## src/rtl/pipe_pkg.sv

```systemverilog
// Shared widths and beat layout for the pipeline stage registers.
package pipe_pkg;

   localparam int PIPE_DATA_W = 128;
   localparam int PIPE_CTRL_W = 16;
   localparam int PIPE_CNT_W  = 16;

   typedef struct packed {
      logic [PIPE_CTRL_W-1:0] ctrl;
      logic [PIPE_DATA_W-1:0] data;
   } pipe_beat_t;

endpackage

```

## src/rtl/pipe_sat_counter.sv

```systemverilog
// Saturating up-counter with synchronous clear; holds at all-ones.
module pipe_sat_counter #(
   parameter int CNT_W = 16
) (
   input  logic             clk,
   input  logic             clr,
   input  logic             inc,
   output logic [CNT_W-1:0] cnt
);

   // NOTE: state registers use non-blocking assignment so every flop samples pre-edge values.
   always_ff @(posedge clk) begin
      if (clr) begin
         cnt <= '0;
      end else if (inc && (cnt != '1)) begin
         cnt <= cnt + 1'b1;
      end
   end

endmodule

```

## src/rtl/pipe_stage_reg.sv

```systemverilog
// Handshaked pipeline stage register with flush, bubble masking and stall counter.
// Define PIPE_STAGE_SKID_EN for the two-entry skid buffer with a registered in_ready.
module pipe_stage_reg
   import pipe_pkg::*;
#(
   parameter int DATA_W               = PIPE_DATA_W,
   parameter int CTRL_W               = PIPE_CTRL_W,
   parameter int CNT_W                = PIPE_CNT_W,
   parameter bit CLEAR_DATA_ON_BUBBLE = 1'b0
) (
   input  logic              clk,
   input  logic              rst,
   input  logic              in_valid,
   output logic              in_ready,
   input  logic [DATA_W-1:0] in_data,
   input  logic [CTRL_W-1:0] in_ctrl,
   input  logic              flush,
   output logic              out_valid,
   input  logic              out_ready,
   output logic [DATA_W-1:0] out_data,
   output logic [CTRL_W-1:0] out_ctrl,
   output logic [CNT_W-1:0]  stall_cnt
);

   // Same {ctrl, data} layout as pipe_beat_t, sized by this instance's parameters.
   typedef struct packed {
      logic [CTRL_W-1:0] ctrl;
      logic [DATA_W-1:0] data;
   } beat_t;

   beat_t main_q;
   beat_t beat_in;
   logic  main_v;
   logic  in_fire;
   logic  out_fire;

   assign beat_in  = '{ctrl: in_ctrl, data: in_data};
   assign in_fire  = in_valid & in_ready;
   assign out_fire = main_v & out_ready;

`ifdef PIPE_STAGE_SKID_EN
   beat_t skid_q;
   logic  skid_v;

   // Registered ready: the stage stops accepting only once the skid entry is occupied.
   assign in_ready = !skid_v;

   always_ff @(posedge clk) begin
      if (rst) begin
         main_v <= 1'b0;
         skid_v <= 1'b0;
         main_q <= '0;
         // NOTE: skid_q payload is left unreset; it is only ever read while skid_v=1.
      end else if (flush) begin
         main_v <= 1'b0;
         skid_v <= 1'b0;
      end else if (skid_v) begin
         if (out_fire) begin
            main_q <= skid_q;
            skid_v <= 1'b0;
         end
      end else if (in_fire) begin
         if (!main_v || out_fire) begin
            main_q <= beat_in;
            main_v <= 1'b1;
         end else begin
            skid_q <= beat_in;
            skid_v <= 1'b1;
         end
      end else if (out_fire) begin
         main_v <= 1'b0;
      end
   end
`else
   assign in_ready = !main_v | out_ready;

   always_ff @(posedge clk) begin
      if (rst) begin
         main_v <= 1'b0;
         main_q <= '0;
      end else if (flush) begin
         main_v <= 1'b0;
      end else if (in_fire) begin
         main_q <= beat_in;
         main_v <= 1'b1;
      end else if (out_fire) begin
         main_v <= 1'b0;
      end
   end
`endif

   // Bubbles carry zero control so no downstream write enable can fire.
   assign out_valid = main_v;
   assign out_ctrl  = main_v ? main_q.ctrl : '0;
   assign out_data  = (CLEAR_DATA_ON_BUBBLE && !main_v) ? '0 : main_q.data;

   pipe_sat_counter #(
      .CNT_W (CNT_W)
   ) u_stall_cnt (
      .clk (clk),
      .clr (rst),
      .inc (main_v & ~out_ready),
      .cnt (stall_cnt)
   );

endmodule

```

## config.mk

```make
export PLATFORM = sky130hd
export DESIGN_NAME = pipe_stage_reg
export DESIGN_NICKNAME = d
export VERILOG_FILES = /design/src/rtl/pipe_pkg.sv /design/src/rtl/pipe_sat_counter.sv /design/src/rtl/pipe_stage_reg.sv
export SDC_FILE = /design/constraint.sdc
export NUM_CORES = 1
export LEC_CHECK = 0
export ABC_CLOCK_PERIOD_IN_PS = 5000
export CORE_AREA = 2 2 119 121
export DETAILED_ROUTE_END_ITERATION = 8
export DIE_AREA = 0 0 121 123
export DONT_BUFFER_PORTS = 1
export GPL_TIMING_DRIVEN = 0
export PLACE_DENSITY = 0.71
export RECOVER_POWER = 100
export SLEW_MARGIN = 20
export SYNTH_ARGS = -nofsm -noshare
export SYNTH_HDL_FRONTEND = slang
export SYNTH_SLANG_ARGS = --single-unit
```

## constraint.sdc

```tcl
create_clock -name clk -period 5 [get_ports clk]
set_input_delay 0.25 -clock clk [delete_from_list [all_inputs] [get_ports clk]]
set_output_delay 0.25 -clock clk [all_outputs]
set_load 0.01 [all_outputs]
```

==> results.tsv, run 1 <==
metric	value	unit
status	completed	
Worst Reg-to-Reg Cells	8	
Internal	2220	µW
core footprint	13600	µm²
vias in the first global route	6101	
Slew HR	48.5	%
fillcell total	1229	
fmax	335	MHz
clock power share	42.6	%
WHS	246	ps
layout cells sized above 1	3.89	%
Setup TNS Final	0	ps
Pins Over Slew Limit	0	
Worst VDD drop	0.207	mV
standard-cell rows	43	
most common cell type on the critical path	clkbuf_1	
largest driver fanout on the critical path	11	
Mean Syn Cell Area	7.82	µm²
LEAKAGE	0.00310	µW
DR pass1 iterations	5	
vias	6277	
CTS clk-pin slew, worst paths	60	ps
Die ar.	14900	µm²
Layout Area Growth over Synthesis	25.5	%
worst hold path class	input port to flop	
sequential cell area fraction in the yosys report	47.0	%
Root Buffer	clkbuf_16	
hold path depth	3	
Post-CTS Hold Buffers	146	
count of final hold-check violations	0	
Cell Pwr Density	341	nW/µm²
Net Count, Synth	1027	
setup bufs post-CTS	0	
DIE WIDTH	121	µm
clock sinks	161	
placed cell area	7080	µm²
fin crit share	59.7	%
Syn Inst Count	877	
final instance area	8610	µm²
sequential share of power	46.6	%
crit path cell chain	and2b_1 -> inv_1 -> nand3b_1 -> clkbuf_1 -> clkbuf_1 -> clkbuf_1 -> nand2_1 -> a21oi_1	
nets	1192	
# diodes	0	
Clock Tree Buf Depth	2	
Slowest-stage cell, CP	dfxtp_1	
placed cells	1057	
count of cell types in the netlist	35	
IO buf count	0	
clock latency on the worst-skew pair	420	ps
min Tclk post-route	2990	ps
Synth Cell Area	6860	µm²
kind of critical path	flop to flop	
Final ANT Viol Nets	0	
Worst Setup Start Kind	flop	
global route overflow	0	
commonest non-fill, non-tap cell in the layout	nand2_1	
Yosys Warn Count	0	
CP arrival	3320	ps
Initial Utilization	50.4	%
pin count of the biggest net entering global routing	17	
Post-synth EDFFs	0	
final wirelength	20400	µm
non-filler cells in the finished layout	1235	
worst-margin pin slew	766	ps
Gate power share	10.8	%
DRC viols	0	
DP HPWL	13200	µm
post-cts repair resize count	0	
post-DR vias/cell	5.08	
max cap viols	0	
drt first-iter violations	319	
Synth Flop Type	dfxtp_1	
Setup Viol. Count Final	0	
die height	123	µm
GRT Total Usage	26.2	%
Net Switching	715	µW
initial antenna violation count	0	
Post-synth ARST share	0	%
I/O Pins	311	
level count of the clock H-tree	4	
GPL Wtd Cong	0.832	
RSZ-0062 raised after global routing	false	
CP max stage delay	640	ps
CP endpoint kind	flop	
number of synthesized register bits	161	
CTS tree	built	
WL per Instance	16.5	µm
skew final	8.79	ps
most frequent cells in the layout	nand2_1, clkbuf_1, dfxtp_1	
CP required	5340	ps
CTS Buf Count	17	
Sw Ratio	24.4	%
first-pass GRT wire length	30400	µm
[registers in the layout, indices dropped and copies added (netlist names)]
register         cells
main_q              16
out_valid            1
out_data           128
u_stall_cnt.cnt     16
[critical path, delay by kind of cell, from the launching register on]
| family | cells | cell delay [ps] |
|---|---|---|
| simple gates | 3 | 500 |
| compound gates | 1 | 180 |
| buf+inv | 4 | 1590 |
| flops | 1 | 640 |
[synthesized netlist by cell type, types with 2 or more instances]
cell	count	area share [%]
nor2_1	10	0.55
nand3_1	4	0.29
and2_2	6	0.66
o21ai_0	5	0.36
nor3_1	6	0.44
and2_1	12	1.1
and4_1	2	0.26
nor2b_1	3	0.27
a31oi_1	3	0.27
or3_1	4	0.36
a211oi_1	2	0.22
clkbuf_1	36	2.0
buf_2	16	1.2
o31ai_1	2	0.22
dfxtp_1	161	47
nand2_1	293	16
or4_1	2	0.22
a21oi_1	152	11
mux2_2	3	0.49
buf_4	128	14
inv_1	6	0.33
nand4_1	8	0.73
[through the flow]
step	power, µW	setup WS (ps)	utilization [%]
detailed placement	1650	2720	52.0
global route	3040	1770	63.3
CTS	2980	2700	67.0
floorplan	1590	3190	-
finish	2930	2010	63.3
global placement	1640	2750	52.0
[power groups by stage]
| stage | Combinational [µW] | Clock (µW) | Sequential (µW) |
|---|---|---|---|
| global route | 346 | 1330 | 1370 |
| detailed placement | 252 | 0 | 1390 |
| finish | 317 | 1250 | 1370 |
| floorplan | 205 | 0 | 1390 |
| CTS | 346 | 1270 | 1370 |
| global placement | 249 | 0 | 1390 |
[worst paths after layout]
path                             end          from  slack (ps)
setup / recovery        out_data[65]     out_valid        2010
hold / removal    u_stall_cnt.cnt[2]     out_ready         250
setup reg to reg        out_data[65]     out_valid        2010
hold reg to reg         out_data[38]  out_data[38]         450
[layout make-up]
cell class	instances	area [µm²]	share of cell area, %
Sequential cell	161	3220	37.4
Multi-Input combinational cell	530	2420	28.1
Timing Repair Buffer	146	1460	17.0
Buffer	180	686	7.96
Clock buffer	25	495	5.75
Tap cell	180	225	2.62
Clock inverter	7	75.1	0.872
Inverter	6	22.5	0.262
[metal layers]
metal | part of all wire (%) | global-route usage, % | vias to the layer above | wire length, µm
met5 | 0 | 0 | - | 0
met4 | 2.5 | 10.8 | 0 | 521
li1 | - | - | 3052 | -
met1 | 40 | 29.1 | 2908 | 8140
met2 | 50 | 46.8 | 277 | 10200
met3 | 7.6 | 7.56 | 40 | 1560
[kinds of logic (layout without fill, tap and decap cells)]
family          after synthesis  count (layout)  share of synthesized area [%]
flops                       161             161                           47.0
compound gates              167             167                           12.6
simple gates                358             358                           22.1
buf+inv                     186             364                           17.5
mux                           4               4                          0.639
fa+ha+maj                     1               1                          0.182
Note: power is estimated with default switching activity, not from simulation.
==> inputs of run 2 (changes only) <==
Settings changed: ABC_CLOCK_PERIOD_IN_PS 5000 to 2400, CORE_AREA 2 2 119 121 to 2 2 120 122, DIE_AREA 0 0 121 123 to 0 0 122 124, PLACE_DENSITY 0.71 to 0.72.
Clock period 5 ns to 2.4 ns, I/O delays scaled along.
==> results.tsv, run 2 (same netlist as run 1, synthesis figures left out) <==
metric	value	unit	change
nets	1192		unchanged
CTS clk-pin slew, worst paths	70	ps	about the same
min Tclk post-route	2190	ps	-792 ps
final worst slack	206	ps	-1810 ps
total power	6130	µW	+110%
Initial Utilization	50.0	%	-0.40 points
largest driver fanout on the critical path	11		unchanged
WL per Instance	17.5	µm	+5.9%
layout cells sized above 1	5.50	%	+1.6 points
clock sinks	161		unchanged
DIE WIDTH	122	µm	+0.83%
Sw Ratio	25.8	%	+1.5 points
clock power share	42.5	%	about the same
CP endpoint kind	flop		
CTS Buf Count	17		unchanged
standard-cell rows	43		unchanged
drt first-iter violations	371		+16%
core footprint	13700	µm²	+0.79%
clock latency on the worst-skew pair	420	ps	about the same
post-DR vias/cell	5.22		+2.8%
Core Util, Final	62.9	%	-0.37 points
GRT Total Usage	27.4	%	+1.3 points
fmax	456	MHz	+36%
vias	6456		+2.9%
worst hold path class	input port to flop		
count of final hold-check violations	0		unchanged
DR pass1 iterations	5		unchanged
Top Metal Used	met4		
Layout Area Growth over Synthesis	25.8	%	
skew final	8.42	ps	-0.368 ps
kind of critical path	flop to flop		
DRC viols	0		unchanged
Met1 Routed Length	7890	µm	-3.2%
Net Switching	1580	µW	+120%
final instance area	8630	µm²	+0.20%
pin count of the biggest net entering global routing	17		unchanged
commonest non-fill, non-tap cell in the layout	nand2_1		
die height	124	µm	+0.81%
CP required	2740	ps	-2600 ps
RSZ-0062 raised after global routing	false		
vias in the first global route	6423		+5.3%
Setup Viol. Count Final	0		unchanged
met3 WL	2110	µm	+35%
GPL Wtd Cong	0.870		+4.7%
global route overflow	0		unchanged
Clock Tree Buf Depth	2		unchanged
DP HPWL	13600	µm	+2.8%
I/O Pins	311		unchanged
Worst VDD drop	0.623	mV	+200%
initial antenna violation count	1		+1
status	completed		
Root Buffer	clkbuf_16		
fin crit share	91.4	%	+32 points
Pins Over Slew Limit	0		unchanged
Gate power share	11.0	%	+0.2 points
placed cell area	7080	µm²	unchanged
Slew HR	52.0	%	+3.5 points
sequential share of power	46.5	%	about the same
LEAKAGE	0.00312	µW	+0.63%
Internal	4550	µW	+110%
first-pass GRT wire length	32100	µm	+5.7%
setup slack, reg-to-reg	210	ps	-1810 ps
Cell Pwr Density	711	nW/µm²	+110%
Worst Setup Start Kind	flop		
max cap viols	0		unchanged
pre-CTS setup slack	112	ps	-2600 ps
CTS tree	built		
CP arrival	2530	ps	-790 ps
Die ar.	15100	µm²	+1.6%
fillcell total	1222		-0.57%
level count of the clock H-tree	4		unchanged
worst-margin pin slew	714	ps	-52.0 ps
final wirelength	21700	µm	+6.0%
max FFs per register	128		unchanged
most frequent cells in the layout	nand2_1, clkbuf_1, dfxtp_1		
Final ANT Viol Nets	0		unchanged
IO buf count	0		unchanged
met2 wire len	11000	µm	+7.3%
Setup TNS Final	0	ps	unchanged
-- run 2: cell count changes in the layout (fill, tap and decap cells not counted), moves of 2 or more --
cell	change
and2_2	+2
clkbuf_1	-13
buf_2	+3
clkbuf_8	-3
and2_0	-2
clkbuf_2	+6
clkinvlp_4	+2
inv_6	+3
-- run 2: what timing repair did --
action / in CTS / in global routing
hold buffers: 146 / 0
resized for setup: 0 / 3
endpoints found under the setup margin: 0 / 21
buffers inserted: 0 / 0
endpoints found under the hold margin: 145 / 0
-- run 2: final cells by class --
type	count	area, µm²	share of cell area, %
well taps	180	225	2.61
diodes	1	2.50	0.0290
multi-input cells	530	2420	28.1
repair buffers	146	1460	16.9
inverters	6	22.5	0.261
clock buffers	18	439	5.09
clock inverters	14	130	1.51
plain buffers	180	697	8.08
flip-flops and latches	161	3220	37.4
-- run 2: power groups by stage --
stage / Sequential, µW / Combinational [µW] / Clock [µW]
final: 2850 / 674 / 2610
after global routing: 2860 / 731 / 2770
after global placement: 2900 / 524 / 0
after floorplan: 2890 / 426 / 0
after CTS: 2850 / 729 / 2640
after detailed placement: 2910 / 531 / 0
-- run 2: path summary, 6_finish.rpt --
kind	endpoint	depth (start not counted)	start
worst max-delay path	out_data[87]	8	out_valid
worst min-delay path	u_stall_cnt.cnt[6]	3	out_ready
worst max register to register	out_data[87]	8	out_valid
worst min register to register	out_data[81]	2	out_data[81]
-- run 2: worst max-delay path, stage by stage, from the launching register on --
cell,delay [ps]
dfxtp_2,500
and2b_1,260
inv_1,140
nand3b_1,110
buf_2,250
buf_2,300
clkbuf_2,280
nand2_1,90
a21oi_1,190
-- run 2: per-stage QoR --
step,hold WS (ps),std cells
3_3_place_gp,202,1057
4_1_cts,68.3,1235
2_1_floorplan,199,877
5_1_grt,116,1236
6_report,86.8,1236
3_5_place_dp,203,1057
-- run 2: layer usage --
metal  vias up  global-route usage, %
met4         0                   13.3
met2       350                   49.8
met5         -                      0
met1      2995                   28.9
met3        57                   8.42
li1       3054                      -
